[src/rtl/multi_digit_disp.sv]
// multi_digit_disp
//   Time-multiplexed hex display driver for N_DIGITS seven-segment digits.
//   A prescaler divides the clock into digit slots. Each slot opens with
//   DEAD_CYC clocks where every digit enable is off, which suppresses
//   ghosting. A loaded value is held pending and only becomes visible at
//   a frame boundary, so a frame never shows a mix of old and new digits.
//
// Ports
//   i_Clk          main clock
//   i_Rst_n        asynchronous active-low reset
//   i_Value        value to show, nibble k drives digit k (digit 0 = LSD)
//   i_Load         one-cycle strobe capturing i_Value into the pending reg
//   i_Lz_En        leading-zero blanking enable
//   o_Segments     segments {A,B,C,D,E,F,G}, polarity set by ACTIVE_LOW
//   o_Digit_En     one-hot digit enable (or all off), polarity by ACTIVE_LOW
//   o_Frame_Start  one-cycle pulse as a new frame begins at digit 0
module multi_digit_disp #(
  parameter int unsigned N_DIGITS    = 2,
  parameter int unsigned REFRESH_DIV = 25000,
  parameter int unsigned DEAD_CYC    = 2,
  parameter bit          ACTIVE_LOW  = 1'b1
) (
  input  logic                    i_Clk,
  input  logic                    i_Rst_n,
  input  logic [4*N_DIGITS-1:0]   i_Value,
  input  logic                    i_Load,
  input  logic                    i_Lz_En,
  output logic [6:0]              o_Segments,
  output logic [N_DIGITS-1:0]     o_Digit_En,
  output logic                    o_Frame_Start
);

  localparam int unsigned P_W   = $clog2(REFRESH_DIV);
  localparam int unsigned IDX_W = (N_DIGITS > 1) ? $clog2(N_DIGITS) : 1;
  localparam logic [P_W-1:0]      P_LAST   = P_W'(REFRESH_DIV - 1);
  localparam logic [P_W-1:0]      P_DEAD   = P_W'(DEAD_CYC);
  localparam logic [IDX_W-1:0]    IDX_LAST = IDX_W'(N_DIGITS - 1);
  localparam logic [6:0]          SEG_OFF  = {7{ACTIVE_LOW}};
  localparam logic [N_DIGITS-1:0] DIG_OFF  = {N_DIGITS{ACTIVE_LOW}};

  logic [P_W-1:0]        p_q, p_d;
  logic [IDX_W-1:0]      idx_q, idx_d;
  logic [4*N_DIGITS-1:0] pend_q, pend_d;
  logic                  pend_v_q, pend_v_d;
  logic [4*N_DIGITS-1:0] disp_q, disp_d;
  logic [6:0]            seg_q, seg_d;
  logic [N_DIGITS-1:0]   dig_q, dig_d;
  logic                  fs_q, fs_d;

  logic                  tick;
  logic                  wrap;
  logic [3:0]            nib;
  logic                  blank_sel;
  logic [N_DIGITS-1:0]   blank;
  logic                  zero_above;
  logic [6:0]            seg_raw;
  logic [N_DIGITS-1:0]   dig_raw;

  // Prescaler, digit index and value pipeline
  always_comb begin
    tick     = (p_q == P_LAST);
    wrap     = tick && (idx_q == IDX_LAST);
    p_d      = tick ? '0 : p_q + 1'b1;
    idx_d    = idx_q;
    if (tick) begin
      idx_d = (idx_q == IDX_LAST) ? '0 : idx_q + 1'b1;
    end
    pend_d   = pend_q;
    pend_v_d = pend_v_q;
    disp_d   = disp_q;
    // Frame-wrap transfer is evaluated first so a coincident load re-arms
    // pend_v with the new value while disp takes the old pending one.
    if (wrap && pend_v_q) begin
      disp_d   = pend_q;
      pend_v_d = 1'b0;
    end
    if (i_Load) begin
      pend_d   = i_Value;
      pend_v_d = 1'b1;
    end
  end

  // Digit selection and leading-zero mask
  always_comb begin
    nib        = '0;
    blank_sel  = 1'b0;
    dig_raw    = '0;
    blank      = '0;
    zero_above = 1'b1;
    // Walk from the most significant digit down: digit k blanks only if it
    // and every digit above it are zero. Digit 0 is never blanked.
    for (int unsigned k = N_DIGITS; k > 1; k--) begin
      zero_above   = zero_above & (disp_q[4*(k-1) +: 4] == 4'h0);
      blank[k-1]   = zero_above;
    end
    for (int unsigned k = 0; k < N_DIGITS; k++) begin
      if (idx_q == IDX_W'(k)) begin
        nib        = disp_q[4*k +: 4];
        blank_sel  = blank[k];
        dig_raw[k] = 1'b1;
      end
    end
    if (p_q < P_DEAD) begin
      dig_raw = '0;
    end
  end

  // Hex to seven-segment, active-high {A,B,C,D,E,F,G}
  always_comb begin
    unique case (nib)
      4'h0: seg_raw = 7'h7E;
      4'h1: seg_raw = 7'h30;
      4'h2: seg_raw = 7'h6D;
      4'h3: seg_raw = 7'h79;
      4'h4: seg_raw = 7'h33;
      4'h5: seg_raw = 7'h5B;
      4'h6: seg_raw = 7'h5F;
      4'h7: seg_raw = 7'h70;
      4'h8: seg_raw = 7'h7F;
      4'h9: seg_raw = 7'h7B;
      4'hA: seg_raw = 7'h77;
      4'hB: seg_raw = 7'h1F;
      4'hC: seg_raw = 7'h4E;
      4'hD: seg_raw = 7'h3D;
      4'hE: seg_raw = 7'h4F;
      default: seg_raw = 7'h47;
    endcase
    if (i_Lz_En && blank_sel) begin
      seg_raw = 7'h00;
    end
    seg_d = ACTIVE_LOW ? ~seg_raw : seg_raw;
    dig_d = ACTIVE_LOW ? ~dig_raw : dig_raw;
    fs_d  = wrap;
  end

  always_ff @(posedge i_Clk or negedge i_Rst_n) begin
    if (!i_Rst_n) begin
      p_q      <= '0;
      idx_q    <= '0;
      pend_q   <= '0;
      pend_v_q <= 1'b0;
      disp_q   <= '0;
      seg_q    <= SEG_OFF;
      dig_q    <= DIG_OFF;
      fs_q     <= 1'b0;
    end else begin
      p_q      <= p_d;
      idx_q    <= idx_d;
      pend_q   <= pend_d;
      pend_v_q <= pend_v_d;
      disp_q   <= disp_d;
      seg_q    <= seg_d;
      dig_q    <= dig_d;
      fs_q     <= fs_d;
    end
  end

  assign o_Segments    = seg_q;
  assign o_Digit_En    = dig_q;
  assign o_Frame_Start = fs_q;

endmodule
[config.mk]
export PLATFORM = sky130hd
export DESIGN_NAME = multi_digit_disp
export DESIGN_NICKNAME = d
export VERILOG_FILES = /design/src/rtl/multi_digit_disp.sv
export SDC_FILE = /design/constraint.sdc
export NUM_CORES = 1
export LEC_CHECK = 0
export CORE_ASPECT_RATIO = 2
export CORE_UTILIZATION = 50
export DETAILED_ROUTE_END_ITERATION = 10
export HOLD_SLACK_MARGIN = 0.12
export PLACE_DENSITY_LB_ADDON = 0.08
export SLEW_MARGIN = 15
export SYNTH_ARGS = -nofsm -noshare
export SYNTH_HDL_FRONTEND = slang
export SYNTH_SLANG_ARGS = --single-unit
export TNS_END_PERCENT = 5
[constraint.sdc]
create_clock -name i_Clk -period 7.1 [get_ports i_Clk]
set_clock_uncertainty 0.1 [all_clocks]
set_input_delay 1.42 -clock i_Clk [delete_from_list [all_inputs] [get_ports i_Clk]]
set_output_delay 1.42 -clock i_Clk [all_outputs]
set_load 0.005 [all_outputs]
==> qor.csv, run 1 <==
stage;metric;value;unit
sta;Max-slew headroom;36.50;%
detailed_routing;number of detailed-route iterations in the first pass;4;
floorplan;die area;4271;µm²
synth;xor and xnor area share after synthesis;5.695;%
synth;Ys Warns;0;
synth;Post-synth top flop;dfrtp_1;
global_route;first-pass GRT wire length;6161;µm
placed_design;port buffer count;21;
synth;commonest cells in the netlist;34 x dfrtp_1, 19 x mux2_2, 11 x nand3_1;
clocking;Root Driver;clkbuf_8;
worst_setup_path;crit path max-delay cell type;dfstp_2;
synth;post-synthesis simple-gate area fraction;15.21;%
final_layout;Post-Layout Cell Count;239;
detailed_routing;via-per-instance ratio;5.469;
clocking;CTS tree;built;
synth;Syn Std Cell Area;1999;µm²
global_route;initial antenna violation count;0;
floorplan;IO Pins;22;
synth;count leader, synth;dfrtp_1;
floorplan;overall die width;46.72;µm
worst_setup_path;worst setup path start;o_Digit_En[0];
floorplan;Core ar.;3844;µm²
synth;post-synthesis cell type count;36;
detailed_routing;ANT nets after route;0;
worst_setup_path;Worst path depth;1;
worst_setup_path;CP delay by family, top;flip-flops;
detailed_routing;final WL;3605;µm
worst_setup_path;CP bufs+invs;1;
worst_setup_path;crit path DAT;1.31;ns
floorplan;Die H;91.43;µm
global_route;vias in the first global route;1392;
global_route;Tot GR Track Use;20.18;%
sta;fmax;353.4;MHz
clocking;Setup Fix Bufs, Post-CTS;0;
placed_design;half-perimeter wire length after placement;2770;µm
detailed_routing;via count;1307;
worst_setup_path;CP max stage delay;0.52;ns
synth;EDFF count, synth;0;
synth;mux contribution to synthesized area;13.83;%
synth;Post-Synthesis Cells;165;
synth;syn_nets;184;
clocking;clock transition at the registers of the reported paths;0.08;ns
flow_run;Max Cap Viol;0;
clocking;CTS Sinks;43;
final_layout;nets;206;
clocking;cts hold-fix bufs;0;
power_and_ir_drop;PwrDens;176.4;nW/µm²
clocking;H-Tree Depth;2;
synth;synth top area cells;dfrtp_1 43%, dfstp_2 12%, mux2_2 11%;
power_and_ir_drop;Max rail drop VDD;0.1554;mV
synth;largest family of logic cells by synthesized area;simple AND/OR/NAND/NOR gates;
floorplan;Initial Util;52.02;%
synth;Yosys top cell by area;dfrtp_1;
placed_design;RD Place Congestion;0.9252;
worst_setup_path;CP cell instances;clkdlybuf4s50_1;
synth;fraction of registers with async set or reset after synthesis;100.0;%
sta;worst slew pin tran;0.9260;ns
worst_setup_path;Crit Path Class;flip-flop to primary output;
sta;max-slew violation count;0;
sta;period utilisation layout;39.85;%
worst_setup_path;startpoint class of the critical path;flip-flop;
worst_setup_path;worst path required time;5.58;ns
worst_setup_path;r2r startpoint;p_q[6];
final_layout;share of layout cells above drive strength 1;22.34;%
power_and_ir_drop;LEAKAGE;1.025;nW
worst_setup_path;crit path max fanout;1;
floorplan;row count;32;
detailed_routing;WL per Instance;15.08;µm
global_route;largest net degree at the start of global routing;44;
sta;RSZ-0062 raised after global routing;false;
final_layout;ant diodes;0;
min_path;HP Class;flip-flop to flip-flop;
detailed_routing;drt drc;0;
final_layout;Final Util;60.48;%
outcome;status;complete, no violations;
clocking;Clock Path Buffers;2;
clocking;Clock Latency Late Sink;0.29;ns
placed_design;DP Cell Count;231;
sta;min cycle time layout;2.830;ns
clocking;TritonCTS buffer count;5;
clocking;post-cts sizing count;0;
synth;mean post-synth cell area;12.12;µm²
synth;Synth Area in Adders;4.380;%
detailed_routing;drt initial violations;18;
sta;final hold vios;0;
synth;Compound-Gate Fraction of Synth Area;4.193;%
synth;number of synthesized register bits;43;
sta;Total Neg Setup Slack;0;ns
worst_setup_path;reg2reg end;disp_q[7];
synth;Synth top area share;42.55;%
sta;Setup-failing EPs final;0;
sta;Fin Hold WS;0.4082;ns
worst_setup_path;Critical Path Sink;o_Digit_En[0];
worst_setup_path;CP Capture Type;primary output;
synth;register area share after synthesis;54.38;%
worst_setup_path;R2R Setup Slk;4.36;ns
final_layout;Syn-to-layout area delta;16.27;%
worst_setup_path;Reg2Reg Depth;4;
global_route;grt total ovfl;0;
## cells by family after synthesis
kind of cell	count (synthesis)
simple gates	55
flops	43
mux	24
xor+xnor	13
compound gates	12
buf+inv	11
fa+ha+maj	7
## power by group
group	internal, mW	total (mW)	switching (mW)	leakage (nW)
clock	0.0672	0.142	0.0748	0.0477
combinational	0.00898	0.0159	0.00695	0.447
sequential	0.250	0.252	0.00256	0.530
total	0.326	0.410	0.0843	1.03
## worst min path at each step
| stage | startpoint | cells after the start | to | slack (ns) |
|---|---|---|---|---|
| after floorplan | pend_v_q | 1 | pend_v_q | 0.34 |
| after global placement | pend_q[0] | 1 | disp_q[0] | 0.38 |
| after detailed placement | disp_q[1] | 1 | disp_q[1] | 0.39 |
| after CTS | disp_q[1] | 1 | disp_q[1] | 0.41 |
| after global routing | disp_q[1] | 1 | disp_q[1] | 0.43 |
| final | disp_q[1] | 1 | disp_q[1] | 0.41 |
## sequential cells by signal, indices dropped and copies added, names as in the netlist
signal / count
p_q: 15
disp_q: 8
pend_q: 8
o_Segments: 7
o_Digit_En: 2
idx_q: 1
o_Frame_Start: 1
pend_v_q: 1
## metrics by stage
stage                     setup slack, ns  area [µm²]  power (mW)
after global routing                4.216        2325      0.4292
after CTS                           4.245        2325      0.4184
after floorplan                     4.809        1999      0.2611
after detailed placement            4.326        2241      0.2735
after global placement              4.353        2241      0.2724
final                               4.270        2325      0.4101
## layer usage
| metal | global-route usage [%] | up-vias | share of wire, % |
|---|---|---|---|
| li1 | - | 623 | - |
| met1 | 21.90 | 643 | 38 |
| met2 | 34.49 | 33 | 56 |
| met3 | 4.374 | 8 | 2.5 |
| met4 | 9.762 | 0 | 2.5 |
| met5 | 0 | - | 0 |
## cell usage in the layout, fill, tap and decap left out, types with 2 or more instances in the layout
cell and instances:
xor2_1 7, nor3_1 3, mux2_2 19, ha_1 7, nor2_1 10, nand2_1 10, dfrtp_1 34, o221ai_1 3
clkdlybuf4s50_1 20, or2_2 2, o21ai_0 4, clkbuf_8 5, nor4_1 2, mux2i_1 4, and3_1 3, inv_1 5
clkinv_2 3, nand3_1 11, nand4_1 3, xnor2_1 6, dfstp_2 9, or3_1 3
## layout make-up
cell class,count,area (µm²)
fillers,336,1519
flip-flops and latches,43,1087
multi-input cells,111,865.8
repair buffers,21,205.2
clock buffers,5,68.82
well taps,51,63.81
inverters,5,18.77
clock inverters,3,15.01
No activity file was read; power rests on OpenSTA's default activity.
==> inputs of run 2 (changes only) <==
==> constraint.sdc (replaced) <==
create_clock -name i_Clk -period 2.5 [get_ports i_Clk]
set_clock_uncertainty 0.1 [all_clocks]
set_input_delay 0.5 -clock i_Clk [delete_from_list [all_inputs] [get_ports i_Clk]]
set_output_delay 0.5 -clock i_Clk [all_outputs]
set_load 0.005 [all_outputs]
==> qor.csv, run 2 (synthesis results as in run 1) <==
stage;metric;value;unit
floorplan;IO Pins;22;
global_route;initial antenna violation count;0;
worst_setup_path;CP max stage delay;0.57;ns
power_and_ir_drop;Max rail drop VDD;0.8323;mV
detailed_routing;ANT nets after route;0;
floorplan;overall die width;46.72;µm
flow_run;Max Cap Viol;0;
clocking;Setup Fix Bufs, Post-CTS;0;
floorplan;row count;32;
worst_setup_path;crit path DAT;2.41;ns
clocking;Clock Path Buffers;2;
sta;worst slew pin tran;0.3931;ns
min_path;Hold Path Origin;pend_q[2];
placed_design;RD Place Congestion;0.8669;
worst_setup_path;CP cell instances;or4_4, nor4_4, and3_1, mux2_2;
worst_setup_path;Reg2Reg Depth;4;
final_layout;share of layout cells above drive strength 1;24.23;%
final_layout;Post-Layout Cell Count;245;
placed_design;port buffer count;21;
worst_setup_path;crit path max-delay cell type;or4_4;
placed_design;dpl cell area;2278;µm²
clocking;CTS tree;built;
sta;RSZ-0062 raised after global routing;false;
placed_design;half-perimeter wire length after placement;2740;µm
final_layout;Top reg by flops;p_q;
detailed_routing;drt initial violations;23;
sta;Setup-failing EPs final;0;
power_and_ir_drop;Pint;1.034;mW
power_and_ir_drop;clock share of power;40.8;%
floorplan;Core ar.;3844;µm²
power_and_ir_drop;net switching power;254.7;µW
global_route;first-pass GRT wire length;6230;µm
final_layout;top flop regs;p_q x15, disp_q x8, pend_q x8;
global_route;grt total ovfl;0;
worst_setup_path;r2r startpoint;p_q[6];
global_route;vias in the first global route;1404;
clocking;post-cts sizing count;0;
worst_setup_path;CP Capture Type;flip-flop;
clocking;cts hold-fix bufs;1;
clocking;TritonCTS buffer count;5;
detailed_routing;drt drc;0;
power_and_ir_drop;LEAKAGE;1.064;nW
floorplan;Die H;91.43;µm
min_path;Hold Crit Depth;1;
detailed_routing;number of detailed-route iterations in the first pass;4;
power_and_ir_drop;Combinational Power Share;3.8;%
final_layout;most common cell after layout, fill and taps aside;dfrtp_1;
clocking;CTS Sinks;43;
worst_setup_path;worst setup path start;p_q[6];
floorplan;Initial Util;52.02;%
placed_design;pre-CTS setup slack;0.1776;ns
power_and_ir_drop;switching part of the total power;19.76;%
power_and_ir_drop;sequential power share;55.5;%
detailed_routing;final WL;3474;µm
sta;Max-slew headroom;73.71;%
sta;Total Neg Setup Slack;0;ns
clocking;clock transition at the registers of the reported paths;0.08;ns
final_layout;ant diodes;0;
clocking;Clock Latency Late Sink;0.29;ns
final_layout;Syn-to-layout area delta;20.09;%
detailed_routing;via-per-instance ratio;5.392;
final_layout;most frequent cells in the layout;34 x dfrtp_1, 20 x clkdlybuf4s50_1, 19 x mux2_2;
final_layout;Final Util;62.47;%
detailed_routing;WL per Instance;14.18;µm
min_path;HP Class;flip-flop to flip-flop;
detailed_routing;via count;1321;
clocking;Root Driver;clkbuf_8;
sta;min setup slack post-route;0.1706;ns
worst_setup_path;startpoint class of the critical path;flip-flop;
final_layout;nets;212;
power_and_ir_drop;PwrDens;536.9;nW/µm²
floorplan;die area;4271;µm²
worst_setup_path;Crit Path Class;flip-flop to flip-flop;
global_route;Tot GR Track Use;20.02;%
sta;max-slew violation count;0;
sta;min cycle time layout;2.329;ns
final_layout;max reg flops;15;
sta;period utilisation layout;93.18;%
final_layout;Non-Filler Cell Area, Final;2401;µm²
worst_setup_path;worst path required time;2.58;ns
clocking;H-Tree Depth;2;
sta;final hold vios;0;
outcome;status;complete, no violations;
global_route;largest net degree at the start of global routing;19;
sta;fmax;429.3;MHz
placed_design;DP Cell Count;236;
worst_setup_path;crit path max fanout;8;
-- run 2: cell types whose count changed in the layout (fill, tap and decap cells not counted), sizes merged --
cell         delta
buf             +5
bufinv          +1
clkinv          -1
dlygate4sd3     +1
-- run 2: through the flow --
| step | total power, mW | hold WS (ns) |
|---|---|---|
| global route | 1.346 | 0.4148 |
| finish | 1.289 | 0.4040 |
| CTS | 1.313 | 0.4095 |
| detailed placement | 0.7777 | 0.3417 |
| global placement | 0.7753 | 0.3400 |
| floorplan | 0.7416 | 0.1044 |
-- run 2: path summary, 6_finish.rpt --
path | to | slack [ns]
worst max-delay path | disp_q[2] | 0.17
worst min-delay path | pend_q[2] | 0.40
worst max register to register | disp_q[2] | 0.17
worst min register to register | pend_q[2] | 0.40
max in group asynchronous | o_Segments[2] | 1.19
min in group asynchronous | p_q[8] | 0.55
-- run 2: worst max-delay path: cells and delay by family (launching register included) --
kind             cells  cell delay (ns)
and+or+nand+nor      3             1.27
DFF                  1             0.46
muxes                1             0.38
-- run 2: final cells by class --
type,count,area (µm²)
clock buffer,5,68.82
inverter,5,18.77
fill,350,1443
clock inverter,3,43.79
sequential,43,1087
timing repair buffer,27,252.7
multi-input combinational,111,865.8
tap,51,63.81
-- run 2: per-layer routing --
metal	up-vias	share of wire (%)	GRT usage, %
li1	635	-	-
met1	651	38	22.37
met2	27	57	33.68
met3	8	2.9	4.771
met4	0	2.3	9.048
met5	-	0	0
-- run 2: power by group through the flow --
stage / sequential, mW / combinational, mW / clock, mW
after floorplan: 0.726 / 0.0158 / 0
after global placement: 0.728 / 0.0475 / 0
after detailed placement: 0.729 / 0.0491 / 0
after CTS: 0.715 / 0.0503 / 0.548
after global routing: 0.716 / 0.0548 / 0.574
final: 0.715 / 0.0485 / 0.525
